==> src/rtl/bus_latch_pkg.sv <==
// Shared types and constants for the bus latch port block.
// FSM encoding, port count and address decode helpers.
package bus_latch_pkg;

    localparam int NUM_PORTS = 4;
    localparam int OFF_W     = 2;

    typedef enum logic [1:0] {
        IDLE     = 2'd0,
        WRITE    = 2'd1,
        WAIT_LOW = 2'd2
    } state_t;

    // Hit when base <= addr <= base+3, no wrap past 8'hFF.
    function automatic logic addr_hit(
        input logic [7:0] addr,
        input logic [7:0] base
    );
        logic [8:0] d;
        d = {1'b0, addr} - {1'b0, base};
        return !d[8] && (d[7:2] == 6'd0);
    endfunction

    function automatic logic [OFF_W-1:0] addr_off(
        input logic [7:0] addr,
        input logic [7:0] base
    );
        return OFF_W'(addr - base);
    endfunction

endpackage

==> src/rtl/pulse_timer.sv <==
// Down-counter holding port 3 for PULSE_LEN cycles.
// load restarts the count; last marks the final held cycle.
module pulse_timer #(
    parameter int PULSE_LEN = 4
) (
    input  logic Clk,
    input  logic Rst,
    input  logic load,
    output logic active,
    output logic last
);

    localparam int TW = (PULSE_LEN > 0) ? $clog2(PULSE_LEN + 1) : 1;
    localparam logic [TW-1:0] LOAD_VAL = TW'(PULSE_LEN);

    logic [TW-1:0] cnt;

    // Reload on every write, otherwise count down to zero.
    always_ff @(posedge Clk) begin
        if (Rst) begin
            cnt <= '0;
        end else if (load) begin
            cnt <= LOAD_VAL;
        end else if (cnt != '0) begin
            cnt <= cnt - 1'b1;
        end
    end

    assign active = (cnt != '0);
    assign last   = (cnt == TW'(1));

endmodule

==> src/rtl/bus_latch_ports.sv <==
// Four write-only output ports decoded from the processor bus.
// Optional write counter output enabled by BUS_LATCH_WRCNT_EN.
module bus_latch_ports
    import bus_latch_pkg::*;
#(
    parameter logic [7:0] BASE_ADDR = 8'hF0,
    parameter int         PULSE_LEN = 4
) (
    input  logic       Clk,
    input  logic       Rst,
    input  logic [7:0] DataOut_Bus,
    input  logic [7:0] Addres_Data_Bus,
    input  logic       LE,
    output logic [7:0] Port0,
    output logic [7:0] Port1,
    output logic [7:0] Port2,
    output logic [7:0] Port3,
`ifdef BUS_LATCH_WRCNT_EN
    output logic [7:0] WrCount,
`endif
    output logic       Ack
);

    localparam logic PULSE_EN = (PULSE_LEN > 0);
    localparam logic [OFF_W-1:0] P3 = OFF_W'(NUM_PORTS - 1);

    state_t           state;
    state_t           state_nxt;
    logic             cap;
    logic             wr;
    logic [7:0]       hold_data;
    logic [OFF_W-1:0] hold_off;
    logic [7:0]       ports_q [NUM_PORTS];
    logic             ack_q;
    logic             tmr_load;
    logic             tmr_active;
    logic             tmr_last;

    // State register.
    always_ff @(posedge Clk) begin
        if (Rst) begin
            state <= IDLE;
        end else begin
            state <= state_nxt;
        end
    end

    // One write per LE high period; misses just wait for LE low.
    always_comb begin
        state_nxt = state;
        cap       = 1'b0;
        wr        = 1'b0;
        case (state)
            IDLE: begin
                if (LE) begin
                    if (addr_hit(Addres_Data_Bus, BASE_ADDR)) begin
                        cap       = 1'b1;
                        state_nxt = WRITE;
                    end else begin
                        state_nxt = WAIT_LOW;
                    end
                end
            end
            WRITE: begin
                wr        = 1'b1;
                state_nxt = WAIT_LOW;
            end
            WAIT_LOW: begin
                if (!LE) begin
                    state_nxt = IDLE;
                end
            end
            default: state_nxt = IDLE;
        endcase
    end

    // Capture the bus so later bus changes cannot alter the write.
    always_ff @(posedge Clk) begin
        if (Rst) begin
            hold_data <= '0;
            hold_off  <= '0;
        end else if (cap) begin
            hold_data <= DataOut_Bus;
            hold_off  <= addr_off(Addres_Data_Bus, BASE_ADDR);
        end
    end

    assign tmr_load = wr && (hold_off == P3) && PULSE_EN;

    pulse_timer #(
        .PULSE_LEN (PULSE_LEN)
    ) u_pulse_timer (
        .Clk    (Clk),
        .Rst    (Rst),
        .load   (tmr_load),
        .active (tmr_active),
        .last   (tmr_last)
    );

    // Port latches; a fresh write to port 3 beats the expiry clear.
    always_ff @(posedge Clk) begin
        if (Rst) begin
            for (int i = 0; i < NUM_PORTS; i++) begin
                ports_q[i] <= '0;
            end
        end else begin
            if (tmr_active && tmr_last) begin
                ports_q[P3] <= '0;
            end
            if (wr) begin
                ports_q[hold_off] <= hold_data;
            end
        end
    end

    // Ack shows up together with the new port value.
    always_ff @(posedge Clk) begin
        if (Rst) begin
            ack_q <= 1'b0;
        end else begin
            ack_q <= wr;
        end
    end

`ifdef BUS_LATCH_WRCNT_EN
    logic [7:0] wrcnt_q;

    // Accepted-write counter, wraps naturally at 8 bits.
    always_ff @(posedge Clk) begin
        if (Rst) begin
            wrcnt_q <= '0;
        end else if (wr) begin
            wrcnt_q <= wrcnt_q + 8'd1;
        end
    end

    assign WrCount = wrcnt_q;
`endif

    assign Port0 = ports_q[0];
    assign Port1 = ports_q[1];
    assign Port2 = ports_q[2];
    assign Port3 = ports_q[3];
    assign Ack   = ack_q;

endmodule

==> config.mk <==
export PLATFORM = sky130hd
export DESIGN_NAME = bus_latch_ports
export DESIGN_NICKNAME = d
export VERILOG_FILES = /design/src/rtl/bus_latch_pkg.sv /design/src/rtl/pulse_timer.sv /design/src/rtl/bus_latch_ports.sv
export SDC_FILE = /design/constraint.sdc
export NUM_CORES = 1
export LEC_CHECK = 0
export CAP_MARGIN = 20
export CORE_ASPECT_RATIO = 1.5
export CORE_MARGIN = 10
export CORE_UTILIZATION = 60
export DETAILED_ROUTE_END_ITERATION = 8
export DONT_BUFFER_PORTS = 1
export PLACE_DENSITY = 0.76
export SETUP_SLACK_MARGIN = 0.1
export SLEW_MARGIN = 10
export SYNTH_ARGS = -nofsm -noshare
export SYNTH_HDL_FRONTEND = slang
export SYNTH_SLANG_ARGS = --single-unit
==> constraint.sdc <==
create_clock -name Clk -period 3.6 [get_ports Clk]
set_input_delay 0.54 -clock Clk [delete_from_list [all_inputs] [get_ports Clk]]
set_output_delay 0.54 -clock Clk [all_outputs]
set_load 0.01 [all_outputs]
# [After elaboration in Yosys (flattened, before gate mapping)]
# Memory sizes are Yosys's and may differ from the RTL's.
# Cells that the tools add are included.
# Widths: inputs -> output; s select.
[op_classes] muxes=22 bitwise_logic=4 n_reduce_logical=11 n_addsub=3 eq_ne=7
[ops] operator="$mux 8" n=2
[ops] operator="$mux 1" n=13
[ops] operator="$sub 8x8->9 const B" n=1
[ops] operator="$mux 2" n=4
[ops] operator="$reduce_or 8->1" n=1
[ops] operator="$logic_not 6->1" n=1
[ops] operator="$mux 3" n=2
[ops] operator="$pmux 2 s3" n=1
[ops] operator="$eq 2x2->1 const B" n=2
[ops] operator="$ne 2x2->1 const B" n=2
[ops] operator="$eq 3x1->1 const B" n=1
[ops] operator="$logic_and 1x1->1" n=3
[ops] operator="$reduce_bool 3->1" n=1
[ops] operator="$sub 3x1->3 const B" n=1
[ops] operator="$and 1x1->1" n=2
[ops] operator="$eq 2x1->1 const B" n=1
[ops] operator="$eq 2x2->1 const A" n=1
[ops] operator="$logic_not 2->1" n=1
[ops] operator="$reduce_and 2->1" n=1
[ops] operator="$reduce_bool 2->1" n=1
[ops] operator="$reduce_or 2->1" n=1
[ops] operator="$sub 2x1->2 const B" n=1
[ops] operator="$logic_not 1->1" n=1
[ops] operator="$not 1->1" n=1
[ops] operator="$or 1x1->1" n=1
[word_totals] elab_cells=54 memories=1 output_inout_bits=33 inputBits=19 ram_bits=32 register_bits=16
[memory_table] name="ports_q" words=4 width=8 rd=4 rd_ports_with_merged_regs=0 wr=4 line_no="bus_latch_ports.sv:33" text="logic [7:0] ports_q [NUM_PORTS];"

# [Longest topological paths before layout]
# Gate-level depths: netlist (run 1).
[logic_depth] depth_word=8 depth_mapped=6 depth_no_buf=6

# [Hierarchy]
# From an unflattened synthesis (run 1), not the netlist that was laid out.
[hier_totals] hier_cells=150 area_unflattened_um2=2067.0
[modules_own_cells] mod="bus_latch_ports" cells_each=132 seq_area_each_um2=1221.2 area_per_inst_um2=1884.3 instances=1
[modules_own_cells] mod="pulse_timer" cells_each=18 seq_area_each_um2=60.1 area_per_inst_um2=182.7 instances=1

# [Worst setup path before layout (run 1)]
# OpenSTA, ideal clock, no wires.
[synth_path] path_type="input to register" startpoint="input Rst" endpoint="memory ports_q[1][0], enable pin" slack_ns=1.838 t_required_ns=3.291 path_stages=4 arrival_ns=1.453 n_path_buf=1 path_cell_list="buf_2 > nand2b_4 > nor4b_4 > or2_2"
[synth_rtl] item="start: declaration" line_no="bus_latch_ports.sv:10" text="input logic Rst,"
[synth_rtl] item="end: declaration" line_no="bus_latch_ports.sv:33"

# [Final worst setup path (run 1)]
[layout_path] startpoint="register state[1]" endpoint="register hold_off[0]"
[layout_between] elab_chain_len=2
[layout_lines] item="start: declaration" line_no="bus_latch_ports.sv:27" text="state_t state;"
[layout_lines] item="start signal: assignment" line_no="bus_latch_ports.sv:44" text="state <= state_nxt;"
[layout_lines] item="$logic_not 2->1" line_no="bus_latch_ports.sv:53" text="case (state)"
[layout_lines] item="$mux 1" line_no="bus_latch_ports.sv:53"
[layout_lines] item="end signal: assignment" line_no="bus_latch_ports.sv:84" text="hold_off <= addr_off(Addres_Data_Bus, BASE_ADDR);"
[layout_lines] item="end: declaration" line_no="bus_latch_ports.sv:32" text="logic [OFF_W-1:0] hold_off;"
# No other way between the ends.
# A chain may end at the register's enable or synchronous reset.

==> results.cfg, run 1 <==
[worst_setup_path]
critPathLaunchType = flop
critPathKind = reg2reg
cp_slowest_cell = nor4_4
slowest_delay_ns = 0.66
crit_path_end_kind = flop
crit_required_ns = 3.83
worstPathArrival_ns = 1.93
cp_max_fo = 11
path_cells = nand3b_1, nor4_4, mux2i_1

[clock_network]
cts_tree = yes
ctsResizeCount = 0
clockBufferDepth = 2
postCtsSetupRepairBufs = 0
cts_root_buf = clkbuf_8
clkSinkCount = 48
worstSkewPairLatency_ns = 0.30
cts_buffers = 5
htree_levels = 2
clk_pin_slew_ns = 0.08
cts_hold_buf = 0

[routing]
drtAntennaViolNets = 0
wl_um = 3780
drcViolationCount = 0
drtIter0Drc = 28
avgViaCountPerCell = 5.49
via_count = 1071
avgRoutedWirePerCell_um = 19.4
firstDrtPassIters = 4

[run_status]
outcome = finished clean

[sta]
max-slew-margin-rel_pct = 44.0
rsz0062_at_grt = false
fin_crit_sh_pct = 47.5
tns_ns = 0
hold_viol_final = 0
fin_worst_skew_ns = 0.00432
setup_violations = 0
post-route-min-period_ns = 1.71
tightest_slew_ns = 0.833
max_freq_mhz = 585
maxSlewViolCount = 0

[synthesis]
synth-edff-count = 32
avgSynthCellArea_um2 = 13.6
yosysTopAreaCell = edfxtp_1
synth_cell_types = 24
synth_area_leaders = edfxtp_1 (47%), dfxtp_1 (16%), and2_1 (9.8%), nand2b_1 (6.4%), mux2i_1 (5.4%)
synth-seq-area-share_pct = 62.5
synth-seq-cells = 48
ys.flop_type = edfxtp_1
synth_top_cells_by_count = and2_1 (32), edfxtp_1 (32), nand2b_1 (21), dfxtp_1 (16), mux2i_1 (11)
synth_area_mm2 = 0.00205
synth_warnings = 0
synthCells = 151
async_reset_ff_share_pct = 0
syn_nets = 174
synth_top_area_share_pct = 46.9

[power_and_ir_drop]
sw_frac_of_total_pct = 22.7
p_seq_share_pct = 57.6
p_sw_uw = 254
max-vdd-ir-drop_uv = 372
clkPwrFrac_pct = 33.7
power.density_mw_per_mm2 = 512
p_leak_nw = 0.792
combPwrFrac_pct = 8.7
p_int_uw = 864

[min_path]
holdCritPathClass = in2reg

[floorplanning]
io_pins = 52
core_area_mm2 = 0.00322
die_y_um = 91.6
die_area_mm2 = 0.00620
start_util_pct = 63.6
num_rows = 25
fp.dieW_um = 67.7

[finish]
stdcell_count = 195
fin_util_pct = 67.8
area_growth_pct = 6.53
drive_above_1_share_pct = 9.68
diodes = 0
nets = 177

[global_routing]
antenna_found_initial = 0
grt.total_usage_pct = 12.7
grt_max_degree = 29
grt.overflow.total = 0
grt_pass1_vias = 1157
grt_pass1_wl_um = 5910

[flow_run]
max_cap_viol_count = 0

[place]
dp_cells = 187
io_buffer_count = 0
place_hpwl_um = 2840
gp_congestion = 0.712
## power by group through the flow
| stage | sequential [mW] | clock [mW] | combinational, mW |
|---|---|---|---|
| floorplan | 0.651 | 0 | 0.0800 |
| global placement | 0.656 | 0 | 0.0837 |
| detailed placement | 0.660 | 0 | 0.0936 |
| CTS | 0.646 | 0.378 | 0.100 |
| global route | 0.648 | 0.402 | 0.110 |
| finish | 0.644 | 0.376 | 0.0977 |
## area by class of cell
| class | count | area [um^2] |
|---|---|---|
| sequential | 48 | 1280 |
| fill | 227 | 1040 |
| multi-input combinational | 94 | 726 |
| clock buffer | 6 | 72.6 |
| tap | 40 | 50.0 |
| clock inverter | 2 | 35.0 |
| inverter | 5 | 18.8 |
## placed cells by master, fill, tap and decap left out
master     netlist  layout
nor4b_4          2       2
nand4bb_1        1       1
a21o_1           2       2
clkbuf_1         2       1
clkinv_2         0       1
nand2b_1        21      21
ha_1             4       4
nor2b_1          3       3
and3b_1          1       1
o21ai_0          1       1
and2_1          32      32
o21bai_1         1       1
nand3b_1         1       1
bufinv_16        0       1
nand2b_4         1       1
nor4_4           2       2
inv_1            5       5
dfxtp_1         16      16
or2_2            3       3
xor2_1           1       1
edfxtp_1        32      32
clkbuf_8         0       5
nor2_1           5       5
a21oi_1          2       2
mux2i_1         11      11
## metrics by stage
stage	hold WS (ns)	worst slack [ns]	area, um^2	total power [mW]
final	0.298	1.89	2180	1.12
after global routing	0.296	1.77	2180	1.16
after floorplan	0.454	1.84	2050	0.731
after detailed placement	0.493	1.70	2080	0.753
after CTS	0.296	1.87	2180	1.12
after global placement	0.468	1.80	2080	0.740
## path summary, 6_finish.rpt
check                             from                   end  slack [ns]  cells past startpoint
hold reg to reg   u_pulse_timer.cnt[1]  u_pulse_timer.cnt[1]        0.51                      2
setup / recovery              state[1]           hold_off[0]        1.89                      3
setup reg to reg              state[1]           hold_off[0]        1.89                      3
hold / removal                     Rst              state[0]        0.30                      1
## flip-flops by register name, summed over array words and instances, names as in the netlist
signal,count
state,2
ports_q,32
hold_data,8
u_pulse_timer.cnt,3
Ack,1
hold_off,2
## cell families after synthesis
| group | Yosys count | share of synthesized area, % |
|---|---|---|
| buffers and inverters | 9 | 2.08 |
| muxes | 11 | 5.37 |
| DFF | 48 | 62.5 |
| AOI/OAI and AO/OA | 6 | 1.83 |
| xor gates and xnor gates | 1 | 0.427 |
| adders and majority gates | 4 | 2.44 |
| and+or+nand+nor | 72 | 25.3 |
## worst max-delay path: cells and delay by family (launching register included)
family        cells  cell delay, ns
mux               1            0.29
simple gates      2            0.93
flops             1            0.42
## routing by layer
| layer | global-route usage (%) | up-vias | wire [um] |
|---|---|---|---|
| met5 | 0 | - | 0 |
| met4 | 5.50 | 0 | 94 |
| met3 | 4.92 | 8 | 253 |
| met2 | 21.1 | 42 | 1880 |
| met1 | 13.6 | 502 | 1550 |
| li1 | - | 519 | - |
Note: power is estimated with default switching activity, not from simulation.
==> inputs of run 2 (changes only) <==
--- a/config.mk
+++ b/config.mk
@@ -8,10 +8,10 @@
 export CAP_MARGIN = 20
 export CORE_ASPECT_RATIO = 1.5
 export CORE_MARGIN = 10
-export CORE_UTILIZATION = 60
+export CORE_UTILIZATION = 55
 export DETAILED_ROUTE_END_ITERATION = 8
 export DONT_BUFFER_PORTS = 1
-export PLACE_DENSITY = 0.76
+export PLACE_DENSITY = 0.73
 export SETUP_SLACK_MARGIN = 0.1
 export SLEW_MARGIN = 10
 export SYNTH_ARGS = -nofsm -noshare
==> constraint.sdc (replaced) <==
create_clock -name Clk -period 1.4 [get_ports Clk]
set_input_delay 0.21 -clock Clk [delete_from_list [all_inputs] [get_ports Clk]]
set_output_delay 0.21 -clock Clk [all_outputs]
set_load 0.01 [all_outputs]
==> results.cfg, run 2 (synthesis results as in run 1) <==
[routing]
drtAntennaViolNets = 0
drcViolationCount = 0
via_count = 1131
wl_um = 4160
avgRoutedWirePerCell_um = 19.6
drtIter0Drc = 41
firstDrtPassIters = 4
avgViaCountPerCell = 5.33

[place]
io_buffer_count = 0
place_hpwl_um = 3040
gp_congestion = 0.751
dp_slack_ns = -0.0295
dp_cells = 201

[finish]
stdcell_count = 212
final_common_cell = edfxtp_1
area_growth_pct = 16.2
diodes = 0
largestRegisters = ports_q: 32 flops, hold_data: 8 flops, u_pulse_timer.cnt: 3 flops
largest_register_ffs = 32
fillCellCount = 269
fin_util_pct = 65.3
layout_common_cells = edfxtp_1 (32), and2_1 (28), nand2b_1 (21)
regMostFlops = ports_q
drive_above_1_share_pct = 27.2
nets = 191

[sta]
setup_violations = 0
rsz0062_at_grt = true
max-slew-margin-rel_pct = 83.2
maxSlewViolCount = 0
tightest_slew_ns = 0.251
fin_worst_skew_ns = 0.00893
fin_worst_hold_slack_ns = 0.0123
hold_viol_final = 0
max_freq_mhz = 759
setup_slack_ns = 0.0823
post-route-min-period_ns = 1.32
fin_crit_sh_pct = 94.1

[floorplanning]
die_y_um = 94.8
num_rows = 27
start_util_pct = 56.2
fp.dieW_um = 69.8
io_pins = 52
die_area_mm2 = 0.00662
core_area_mm2 = 0.00365

[run_status]
outcome = finished clean

[clock_network]
cts_buffers = 5
clkSinkCount = 48
cts_root_buf = clkbuf_8
cts_tree = yes
clockBufferDepth = 2
worstSkewPairLatency_ns = 0.30
cts_hold_buf = 1
htree_levels = 2
clk_pin_slew_ns = 0.09

[global_routing]
antenna_found_initial = 0
grt.overflow.total = 0
grt.total_usage_pct = 12.5
grt_pass1_wl_um = 6450
grt_max_degree = 28
grt_pass1_vias = 1239

[worst_setup_path]
worstPathArrival_ns = 1.37
critPathKind = reg2reg
reg2reg_setup_slack_ns = 0.08
critPathLaunchType = flop
crit_path_end_kind = flop
cp_max_fo = 9
crit_required_ns = 1.45

[power_and_ir_drop]
p_leak_nw = 0.877
power.density_mw_per_mm2 = 1290
max-vdd-ir-drop_uv = 1060

[flow_run]
max_cap_viol_count = 0

[min_path]
holdCritPathClass = in2reg
## run 2: cell types whose count changed in the layout (fill, tap and decap cells not counted), moves of 3 or more
| cell | change |
|---|---|
| and2_4 | +4 |
| or2_4 | +3 |
| or2_2 | -3 |
| dfxtp_2 | +5 |
| and2_1 | -4 |
| dfxtp_1 | -7 |
| buf_4 | +12 |
## run 2: cell type report
cell class | instances | area (um^2) | share of cell area [%]
flip-flops and latches | 48 | 1290 | 54.4
multi-input cells | 94 | 783 | 32.9
repair buffers | 14 | 120 | 5.04
clock buffers | 5 | 68.8 | 2.89
well taps | 43 | 53.8 | 2.26
clock inverters | 3 | 42.5 | 1.79
inverters | 5 | 18.8 | 0.788
## run 2: worst max-delay path, cell delays in order, from the launching register on
cell and delay, ns:
dfxtp_4 0.42, and3b_1 0.20, nor2b_1 0.13, buf_4 0.15
and2_1 0.16
## run 2: timing repair
action / in CTS / in global routing
gates resized for setup: 7 / 7
endpoints found under the hold margin: 2 / 1
pin swaps: 2 / 3
setup buffers: 0 / 2
endpoints found under the setup margin: 40 / 46
## run 2: path summary, 6_finish.rpt
path                     from                   end  cells past startpoint
setup / recovery     state[1]         ports_q[3][5]                      4
setup reg to reg     state[1]         ports_q[3][5]                      4
hold reg to reg   hold_off[1]           hold_off[1]                      2
hold / removal            Rst  u_pulse_timer.cnt[2]                      1
## run 2: report_power, final
part | internal, mW | switching, mW
registers | 1.59 | 0.0678
clock network | 0.528 | 0.457
logic | 0.220 | 0.207
## run 2: routing by layer
layer / global-route usage (%) / routed length, um / vias up / part of all wire, %
li1: - / - / 544 / -
met1: 12.2 / 1500 / 536 / 36
met2: 21.7 / 2290 / 44 / 55
met4: 7.26 / 92 / 0 / 2.2
met5: 0 / 0 / - / 0
met3: 5.25 / 274 / 7 / 6.6
## run 2: stage by stage
stage / TNS (ns) / power (mW) / cell area [um^2]
2_1_floorplan: 0 / 1.96 / 2090
3_5_place_dp: -0.235 / 2.06 / 2210
3_3_place_gp: 0 / 2.02 / 2210
4_1_cts: 0 / 3.05 / 2350
6_report: 0 / 3.07 / 2380
5_1_grt: 0 / 3.21 / 2380
==> inputs of run 3 (changes only) <==
--- a/config.mk
+++ b/config.mk
@@ -7,7 +7,7 @@
 export LEC_CHECK = 0
 export CAP_MARGIN = 20
 export CORE_ASPECT_RATIO = 1.5
-export CORE_MARGIN = 10
+export CORE_MARGIN = 2
 export CORE_UTILIZATION = 55
 export DETAILED_ROUTE_END_ITERATION = 8
 export DONT_BUFFER_PORTS = 1
==> results.cfg, run 3 (synthesis results as in run 1) <==
[run_status]
outcome = finished clean

[finish]
regMostFlops = ports_q
stdcell_count = 215
drive_above_1_share_pct = 25.6
fin_util_pct = 66.5
diodes = 0
largestRegisters = ports_q: 32 flops, hold_data: 8 flops, u_pulse_timer.cnt: 3 flops
nets = 194
largest_register_ffs = 32
fillCellCount = 245
layout_common_cells = and2_1 (32), edfxtp_1 (32), nand2b_1 (21)
final_area_mm2 = 0.00240
area_growth_pct = 17.3

[worst_setup_path]
cp_max_fo = 8
crit_path_end_kind = flop
worstPathArrival_ns = 1.31
crit_required_ns = 1.40
crit-reg2reg-launch = state[1]
critPathLaunchType = flop
reg2reg_depth = 3
critPathKind = reg2reg
r2r_end = ports_q[2][2]
reg2reg_setup_slack_ns = 0.09

[routing]
drcViolationCount = 0
firstDrtPassIters = 2
avgRoutedWirePerCell_um = 16.1
drtIter0Drc = 16
drtAntennaViolNets = 0
wl_um = 3470
avgViaCountPerCell = 5.30
via_count = 1139

[min_path]
hold_start = Rst
holdCritPathClass = in2reg
min_to = u_pulse_timer.cnt[2]
whs_path_depth = 1

[global_routing]
grt.total_usage_pct = 17.7
grt_pass1_wl_um = 5370
grt_max_degree = 28
grt.overflow.total = 0
grt_pass1_vias = 1160
antenna_found_initial = 0

[clock_network]
clk_pin_slew_ns = 0.08
cts_root_buf = clkbuf_8
worstSkewPairLatency_ns = 0.29
clockBufferDepth = 2
cts_buffers = 5
cts_tree = yes
clkSinkCount = 48
htree_levels = 2

[power_and_ir_drop]
p_leak_nw = 0.891
finalPower_mw = 2.99
max-vdd-ir-drop_uv = 1040
power.density_mw_per_mm2 = 1240

[sta]
max_freq_mhz = 763
post-route-min-period_ns = 1.31
rsz0062_at_grt = true
max-slew-margin-rel_pct = 81.2
fin_crit_sh_pct = 93.6
setup_violations = 0
tightest_slew_ns = 0.280
tns_ns = 0
fin_worst_skew_ns = 0.00469
hold_viol_final = 0
maxSlewViolCount = 0

[flow_run]
max_cap_viol_count = 0

[floorplanning]
die_area_mm2 = 0.00424
num_rows = 27
io_pins = 52
core_area_mm2 = 0.00361
fp.dieW_um = 53.8
die_y_um = 78.8
start_util_pct = 56.7

[place]
io_buffer_count = 0
dp_cells = 200
gp_congestion = 0.738
place_area_mm2 = 0.00220
==> run 3: timing repair <==
item	4_1_cts	5_1_grt
hold endpoints to repair	2	0
pin swaps	6	5
gates resized for setup	6	5
cloned	0	1
setup endpoints to repair	46	42
setup buffers	1	4
hold buffers	1	0
==> run 3: cell type report <==
cell class	count	area, um^2	area share (%)
sequential	48	1300	53.9
multi-input combinational	94	768	31.9
timing repair buffer	17	156	6.50
clock buffer	5	68.8	2.86
tap	43	53.8	2.24
clock inverter	3	42.5	1.77
inverter	5	18.8	0.780
==> run 3: worst max-delay path by stage <==
stage                          from            end  slack, ns  cells after the start
5_1_grt                    state[1]  ports_q[0][5]       0.03                      3
2_1_floorplan  u_pulse_timer.cnt[0]  ports_q[3][0]       0.04                      5
4_1_cts                    state[1]    hold_off[0]       0.10                      4
3_5_place_dp   u_pulse_timer.cnt[1]  ports_q[3][4]      -0.01                      5
6_report                   state[1]  ports_q[2][2]       0.09                      3
3_3_place_gp   u_pulse_timer.cnt[1]  ports_q[3][6]       0.03                      5
==> run 3: per-layer routing <==
layer / GRT usage [%] / vias to the layer above / share of wire (%)
met4: 8.46 / 0 / 2.7
li1: - / 556 / -
met3: 4.14 / 7 / 4.3
met2: 30.1 / 44 / 56
met5: 0 / - / 0
met1: 20.0 / 532 / 37
==> run 3: stage by stage <==
step,hold slack (ns),worst slack [ns]
6_report,0.0244,0.0892
5_1_grt,0.0102,0.0343
4_1_cts,0.0106,0.101
3_5_place_dp,0.278,-0.0120
3_3_place_gp,0.275,0.0313
2_1_floorplan,0.365,0.0381
==> run 3: worst max-delay path, stage by stage (launching register included) <==
cell	delay, ns
dfxtp_4	0.37
buf_12	0.13
nor4b_4	0.30
or2_4	0.23
==> run 3: power breakdown <==
| part | internal (mW) | leakage (nW) | total (mW) | switching, mW |
|---|---|---|---|---|
| logic | 0.201 | 0.373 | 0.389 | 0.188 |
| registers | 1.59 | 0.464 | 1.65 | 0.0612 |
| clock network | 0.528 | 0.0541 | 0.955 | 0.427 |
